--- config.mk ---
export PLATFORM = sky130hd
export DESIGN_NAME = dbus_router
export DESIGN_NICKNAME = d
export VERILOG_FILES = /design/src/rtl/dbus_router.sv
export SDC_FILE = /design/constraint.sdc
export NUM_CORES = 1
export LEC_CHECK = 0
export ABC_AREA = 1
export BUFFER_PORTS_ARGS = -buffer_cell sky130_fd_sc_hd__buf_2
export CAP_MARGIN = 20
export CORE_AREA = 2 2 123 125
export DETAILED_ROUTE_END_ITERATION = 8
export DIE_AREA = 0 0 125 127
export PLACE_DENSITY_LB_ADDON = 0.1
export SLEW_MARGIN = 15
export SYNTH_ARGS = -nofsm -noshare
export SYNTH_HDL_FRONTEND = slang
export SYNTH_SLANG_ARGS = --single-unit
--- constraint.sdc ---
create_clock -name clk_i -period 2.32 [get_ports clk_i]
set_input_delay 0.348 -clock clk_i [delete_from_list [all_inputs] [get_ports clk_i]]
set_output_delay 0.348 -clock clk_i [all_outputs]
set_load 0.05 [all_outputs]
--- src/rtl/dbus_router.sv ---
// Routes single core requests to one of N_SLV slaves by top-nibble segment decode.
// Latency: slave strobe in the accept cycle; completion when the slave answers, 1 cycle for unmapped, TIMEOUT cycles on a silent slave.
// Backpressure: one transaction outstanding; strobes arriving while busy are dropped.
module dbus_router #(
  parameter int                    XLEN     = 32,
  parameter int                    N_SLV    = 4,
  parameter logic [4*N_SLV-1:0]    SEG_BASE = {4'hF, 4'hC, 4'h8, 4'h0},
  parameter logic [4*N_SLV-1:0]    SEG_MASK = {4'hF, 4'hF, 4'hC, 4'hF},
  parameter int                    TIMEOUT  = 255,
  parameter logic [XLEN-1:0]       ERR_DATA = 32'hDEAD_BEEF
) (
  input  logic                     clk_i,
  input  logic                     rst_i,
  input  logic                     p_strobe_i,
  input  logic [XLEN-1:0]          p_addr_i,
  input  logic                     p_rw_i,
  input  logic [XLEN/8-1:0]        p_byte_enable_i,
  input  logic [XLEN-1:0]          p_data_i,
  output logic [XLEN-1:0]          p_data_o,
  output logic                     p_ready_o,
  output logic                     p_err_o,
  output logic                     busy_o,
  output logic [N_SLV-1:0]         s_strobe_o,
  output logic [N_SLV-1:0]         s_rw_o,
  output logic [XLEN-1:0]          s_addr_o,
  output logic [XLEN/8-1:0]        s_byte_enable_o,
  output logic [XLEN-1:0]          s_data_o,
  input  logic [N_SLV*XLEN-1:0]    s_data_i,
  input  logic [N_SLV-1:0]         s_ready_i
);

  localparam int SW = (N_SLV > 1) ? $clog2(N_SLV) : 1;

  typedef enum logic [1:0] {IDLE, WAIT, ERR} state_t;

  state_t          state;
  logic [SW-1:0]   sel_r;
  logic [15:0]     cnt;

  logic            hit;
  logic [SW-1:0]   hit_idx;
  logic            sel_rdy;
  logic [XLEN-1:0] sel_dat;
  logic            timeout_hit;

  // Address, byte lanes and write data are shared by all slaves.
  assign s_addr_o        = p_addr_i;
  assign s_byte_enable_o = p_byte_enable_i;
  assign s_data_o        = p_data_i;

  // Segment decode; scanning downwards lets the lowest matching slave win.
  always_comb begin
    hit     = 1'b0;
    hit_idx = '0;
    for (int k = N_SLV - 1; k >= 0; k--) begin
      if ((p_addr_i[XLEN-1:XLEN-4] & SEG_MASK[4*k +: 4]) == SEG_BASE[4*k +: 4]) begin
        hit     = 1'b1;
        hit_idx = SW'(k);
      end
    end
  end

  assign sel_rdy     = s_ready_i[sel_r];
  assign sel_dat     = s_data_i[int'(sel_r)*XLEN +: XLEN];
  assign timeout_hit = (cnt == 16'(TIMEOUT - 1));

  // Output decode from current state; everything is held at zero during reset.
  always_comb begin
    s_strobe_o = '0;
    s_rw_o     = '0;
    p_ready_o  = 1'b0;
    p_err_o    = 1'b0;
    p_data_o   = '0;
    busy_o     = 1'b0;
    if (!rst_i) begin
      case (state)
        IDLE: begin
          if (p_strobe_i && hit) begin
            s_strobe_o[hit_idx] = 1'b1;
            s_rw_o[hit_idx]     = p_rw_i;
          end
        end
        WAIT: begin
          busy_o   = 1'b1;
          p_data_o = sel_dat;
          if (sel_rdy) begin
            // Slave completion takes priority over an expiring timeout.
            p_ready_o = 1'b1;
          end else if (timeout_hit) begin
            p_ready_o = 1'b1;
            p_err_o   = 1'b1;
            p_data_o  = ERR_DATA;
          end
        end
        ERR: begin
          busy_o    = 1'b1;
          p_ready_o = 1'b1;
          p_err_o   = 1'b1;
          p_data_o  = ERR_DATA;
        end
        default: ;
      endcase
    end
  end

  // Transaction state, selected slave and wait counter.
  always_ff @(posedge clk_i) begin
    if (rst_i) begin
      state <= IDLE;
      sel_r <= '0;
      cnt   <= '0;
    end else begin
      case (state)
        IDLE: begin
          if (p_strobe_i) begin
            if (hit) begin
              sel_r <= hit_idx;
              cnt   <= '0;
              state <= WAIT;
            end else begin
              state <= ERR;
            end
          end
        end
        WAIT: begin
          // The timeout exit fires before the counter could ever wrap.
          if (sel_rdy || timeout_hit) begin
            state <= IDLE;
          end else begin
            cnt <= cnt + 16'd1;
          end
        end
        ERR:     state <= IDLE;
        default: state <= IDLE;
      endcase
    end
  end

endmodule

==> results.json, run 1 <==
{
  "routed_wl_mm": 13.3,
  "r2r_slack_ns": 0.57,
  "finalWorstSetupSlack_ns": 0.119,
  "core_area_sq_um": 14400,
  "io_pins": 315,
  "synth_nets": 815,
  "grt_pass1_vias": 4077,
  "synth_top_area_cell": "nand2_1",
  "die_x_um": 125,
  "grt_max_degree": 63,
  "ys_seq_elements": 20,
  "path_max_fanout": 24,
  "ctsHoldBuffers": 0,
  "portBuffers": 186,
  "gr-total-overflow": 0,
  "yosysUniqueCellTypes": 27,
  "seqCellArea_sq_um": 407,
  "drtIter0Drc": 187,
  "syn_avg_cell_area_sq_um": 5.59,
  "startpoint": "state[0]",
  "critPathMostFrequentCell": "nand3_1",
  "place_hpwl_mm": 10.7,
  "grt_pass1_wl_mm": 20.7,
  "crit_type": "flip-flop to output port",
  "min_period_ns": 2.20,
  "clockRootBuffer": "clkbuf_16",
  "endpoint": "p_data_o[27]",
  "slowest_delay_ns": 0.36,
  "leakage_nw": 2.34,
  "start_util_pct": 23.5,
  "fmax_ghz": 0.454,
  "yosysSeqAreaShare_pct": 11.8,
  "crit_required_ns": 1.97,
  "cts.sinks": 20,
  "rr_worst_depth": 12,
  "cts_buffers": 3,
  "clkTransAtPathRegs_ns": 0.06,
  "dr_total_vias": 4164,
  "tritoncts": "done",
  "yosys.area.top_type_share_pct": 16.0,
  "final_common_cell": "buf_2",
  "multi_input_area_sq_um": 2100,
  "timing.rr.end": "cnt[10]",
  "syn-instance-count": 606,
  "hold_class": "input port to flip-flop",
  "final_cell_mix": "159 x buf_2, 143 x nand2_1, 98 x nand3_1, 53 x inv_1, 50 x a21oi_1",
  "nNetsFinal": 921,
  "worst_pin_slew_ns": 0.324,
  "finalHoldViolations": 0,
  "clock_latency_ns": 0.26,
  "place_ws_ns": 0.203,
  "h-tree-depth": 1,
  "hold_ws_ns": 0.399,
  "fin_worst_skew_ns": 0.00506,
  "post-route-drc-count": 0,
  "avgViaCountPerCell": 4.65,
  "die-area_sq_um": 15900,
  "ant_nets": 0,
  "rows": 44,
  "slowest_stage": "dfxtp_1",
  "cp-end-kind": "output port",
  "fin_crit_sh_pct": 94.9,
  "cap_viol_max_count": 0,
  "grt_util_all_layers_pct": 15.6,
  "ir_drop_uv": 246,
  "drt-pass1-iter-count": 4,
  "netlist_area_sq_um": 3390,
  "die_y_um": 127,
  "worstPathArrival_ns": 1.85,
  "nFillCells": 1665,
  "path_cells": "inv_1 -> ha_1 -> nand2_1 -> nor2_4 -> buf_12 -> nand3_1 -> nand3_1 -> buf_6",
  "cp-start-kind": "flip-flop",
  "setup_viol": 0,
  "final_util_pct": 30.2,
  "min_from": "rst_i",
  "netlist_top_cells_area": "nand2_1 16%, buf_4 16%, nand3_1 15%",
  "status": "complete, no violations",
  "place.gp.congestion": 0.857,
  "slew_headroom_pct": 78.1,
  "cts_buffer_depth": 2,
  "slew_violations": 0,
  "grt_antenna_before_repair": 1,
  "routedWlPerCell_um": 14.9,
  "rsz0062_at_grt": "yes",
  "area_growth_pct": 28.9,
  "powerDensity_nw_per_um2": 396,
  "ys_warn_count": 0,
  "drive_gt1_share_pct": 34.5,
  "r2r-start": "cnt[0]"
}
-- kinds of logic after synthesis --
logic type	Yosys count	share of synthesized area [%]
flops	20	11.8
xor+xnor	2	0.517
compound gates	91	14.8
simple gates	327	43.9
fa+ha+maj	5	1.85
buf+inv	161	27.1
-- power by group --
group | total (mW) | internal [mW] | switching, mW
clock | 0.400 | 0.263 | 0.137
sequential | 0.417 | 0.374 | 0.0425
combinational | 0.911 | 0.359 | 0.553
total | 1.73 | 0.996 | 0.732
-- routing by layer --
metal	part of all wire, %	track usage (%)	routed length (um)	vias to the layer above
met1	41	18.6	5480	1865
met2	49	27.5	6490	165
met5	0	0	0	-
li1	-	-	-	2113
met3	8.9	5.90	1180	21
met4	1.2	2.48	166	0
-- area by class of cell --
cell class | instances | share of cell area [%]
multi-input combinational | 425 | 48.2
timing repair buffer | 204 | 30.1
sequential | 20 | 9.32
tap | 184 | 5.28
inverter | 58 | 4.99
clock buffer | 4 | 2.04
antenna | 1 | 0.0574
-- synthesized netlist by cell type --
master / n
o21ai_0: 31
nor2_2: 3
ha_1: 5
a21oi_1: 50
or2_2: 1
nand4_1: 6
dfxtp_1: 20
a32o_1: 8
nor2_4: 1
buf_2: 14
nand3_1: 100
inv_1: 53
nand2_1: 144
xnor2_1: 2
inv_2: 5
nand2_4: 1
nor3_1: 4
clkbuf_1: 14
nor3b_1: 1
nand2_2: 8
nand3_2: 8
buf_6: 4
buf_4: 71
nand3_4: 1
nor2_1: 49
a21boi_0: 1
o21ai_2: 1
-- timing repair --
item | CTS | global route
endpoints found under the setup margin | 1 | 38
cloned | 0 | 0
pin swaps | 0 | 4
buffers inserted | 0 | 1
hold endpoints to repair | 0 | 0
gates resized for setup | 1 | 85
-- flip-flops by register name (all words and copies together) (netlist names) --
signal / cells
sel_r: 2
state: 2
cnt: 16
-- worst max-delay path, delay by kind of cell, from the launching register on --
| family | cells | cell delay (ns) |
|---|---|---|
| simple gates | 4 | 0.52 |
| buf+inv | 3 | 0.44 |
| flops | 1 | 0.36 |
| fa+ha+maj | 1 | 0.28 |
-- worst min path at each step --
stage               end  slack, ns  cells after the start
2_1_floorplan  state[0]       0.46                      2
3_3_place_gp   state[0]       0.48                      2
3_5_place_dp   state[0]       0.49                      2
4_1_cts          cnt[6]       0.41                      2
5_1_grt          cnt[4]       0.42                      2
6_report         cnt[6]       0.40                      2
-- per-stage QoR --
| step | instance area [sq um] | TNS [ns] | instances | total power [mW] |
|---|---|---|---|---|
| 5_1_grt | 4360 | -0.729 | 896 | 1.87 |
| 3_3_place_gp | 4070 | 0 | 890 | 1.29 |
| 2_1_floorplan | 3390 | -0.635 | 606 | 1.31 |
| 3_5_place_dp | 4070 | 0 | 890 | 1.30 |
| 6_report | 4360 | 0 | 896 | 1.73 |
| 4_1_cts | 4160 | 0 | 894 | 1.71 |
Power figures use the tool's default switching activity.
==> inputs of run 2 (changes only) <==
Settings changed: CORE_AREA 2 2 123 125 to 2 2 121 123, DIE_AREA 0 0 125 127 to 0 0 123 125.
==> results.json, run 2 (synthesis gave the netlist of run 1 again) <==
{
  "tritoncts": "done",
  "core_area_sq_um": 14200,
  "largest_reg_flops": 16,
  "powerDensity_nw_per_um2": 383,
  "nFillCells": 1618,
  "status": "complete, no violations",
  "dr_total_vias": 4226,
  "grt_antenna_before_repair": 4,
  "crit_buf_inv": 4,
  "fmax_ghz": 0.447,
  "path_max_fanout": 12,
  "place_hpwl_mm": 10.6,
  "rr_worst_depth": 9,
  "regMostFlops": "cnt",
  "slowest_delay_ns": 0.34,
  "worst_pin_slew_ns": 0.517,
  "routed.top_layer": "met4",
  "endpoint": "p_data_o[30]",
  "critPathMostFrequentCell": "nand3_1",
  "area_growth_pct": 32.4,
  "final_common_cell": "buf_2",
  "wl_met1_mm": 5.74,
  "io_pins": 315,
  "r2r-start": "state[1]",
  "finalWorstSetupSlack_ns": 0.0848,
  "grt_pass1_wl_mm": 20.7,
  "instances_no_fill": 901,
  "clkPwrFrac_pct": 23.7,
  "wl_met2_mm": 6.91,
  "drive_gt1_share_pct": 36.7,
  "r2r_slack_ns": 0.51,
  "gr-total-overflow": 0,
  "fin_worst_skew_ns": 0.00543,
  "die_y_um": 125,
  "path_cells": "inv_1 -> ha_1 -> nand2_2 -> nor2_4 -> buf_12 -> clkbuf_16 -> nand3_1 -> nand3_1 -> buf_6",
  "slew_violations": 0,
  "multi_input_area_sq_um": 2170,
  "grt_max_degree": 85,
  "fin_crit_sh_pct": 96.3,
  "seqCellArea_sq_um": 412,
  "drtIter0Drc": 252,
  "final_cell_mix": "157 x buf_2, 142 x nand2_1, 93 x nand3_1, 52 x inv_1, 50 x a21oi_1",
  "slowest_stage": "dfxtp_2",
  "avgViaCountPerCell": 4.69,
  "crit_required_ns": 1.97,
  "cp-end-kind": "output port",
  "nNetsFinal": 923,
  "grt_util_all_layers_pct": 16.6,
  "power_mw": 1.72,
  "die-area_sq_um": 15400,
  "intPower_mw": 0.975,
  "tns_ns": 0,
  "post-route-drc-count": 0,
  "clockRootBuffer": "clkbuf_16",
  "cts_buffers": 3,
  "ant_nets": 0,
  "dp.cells": 886,
  "swShare_pct": 43.2,
  "rows": 44,
  "reg_top3": "cnt x16, sel_r x2, state x2",
  "die_x_um": 123,
  "clock_latency_ns": 0.26,
  "h-tree-depth": 1,
  "cts.sinks": 20,
  "finalHoldViolations": 0,
  "min_period_ns": 2.24,
  "portBuffers": 186,
  "setup_viol": 0,
  "slew_headroom_pct": 65.5,
  "leakage_nw": 2.38,
  "combPwrFrac_pct": 52.1,
  "cp_top_family": "buffers and inverters",
  "startpoint": "state[0]",
  "crit_type": "flip-flop to output port",
  "ir_drop_uv": 269,
  "worstPathArrival_ns": 1.89,
  "timing.rr.end": "cnt[0]",
  "drt-pass1-iter-count": 5,
  "met3_length_mm": 1.18,
  "ctsHoldBuffers": 0,
  "holdPathStages": 2,
  "grt_pass1_vias": 3813,
  "clkTransAtPathRegs_ns": 0.06,
  "cp.depth": 9,
  "cts_buffer_depth": 2,
  "p_seq_share_pct": 24.3,
  "power.switching_mw": 0.741,
  "routed_wl_mm": 14.1,
  "cp-start-kind": "flip-flop",
  "place.gp.congestion": 0.868,
  "cap_viol_max_count": 0,
  "routedWlPerCell_um": 15.7,
  "final_util_pct": 31.6,
  "hold_class": "input port to flip-flop",
  "place_ws_ns": 0.115,
  "start_util_pct": 23.8
}
[run 2: per-stage QoR]
stage,hold WS [ns],instance area (sq um)
floorplan,0.457,3390
global placement,0.482,3970
detailed placement,0.489,3970
CTS,0.417,4140
global route,0.446,4480
finish,0.418,4480
[run 2: layout make-up]
class                   instances  area share [%]
flip-flops and latches         20            9.18
inverters                      58            4.86
clock buffers                   4            1.98
repair buffers                204            30.2
multi-input cells             427            48.4
well taps                     184            5.14
diodes                          4           0.223
[run 2: power groups by stage]
stage,sequential [mW],clock [mW],combinational (mW)
after floorplan,0.405,0,0.901
after CTS,0.413,0.415,0.859
after global placement,0.419,0,0.834
final,0.416,0.406,0.894
after global routing,0.423,0.427,1.00
after detailed placement,0.421,0,0.840
[run 2: how the worst min path moves through the flow]
stage	start	endpoint	slack, ns
5_1_grt	rst_i	cnt[5]	0.45
3_3_place_gp	state[0]	state[0]	0.48
6_report	rst_i	cnt[9]	0.42
4_1_cts	rst_i	sel_r[1]	0.42
3_5_place_dp	state[0]	state[0]	0.49
2_1_floorplan	state[0]	state[0]	0.46
[run 2: what timing repair did]
item,4_1_cts,5_1_grt
cloned,0,4
pin swaps,1,14
buffers inserted,0,3
endpoints found under the hold margin,0,0
setup endpoints to repair,26,34
gates resized for setup,29,60
[run 2: worst register-to-register path: stages, from the launching register on]
cell and delay (ns):
dfxtp_1 0.34, inv_2 0.06, ha_1 0.21, inv_2 0.09
buf_4 0.19, nand2_1 0.11, nand2_4 0.28, nand2_2 0.22
a21oi_1 0.17, nor2_1 0.06
[run 2: metal layers]
layer,global-route usage (%),vias to the layer above
li1,-,2132
met1,21.0,1897
met2,27.9,177
met3,4.20,20
met4,4.41,0
met5,0,-
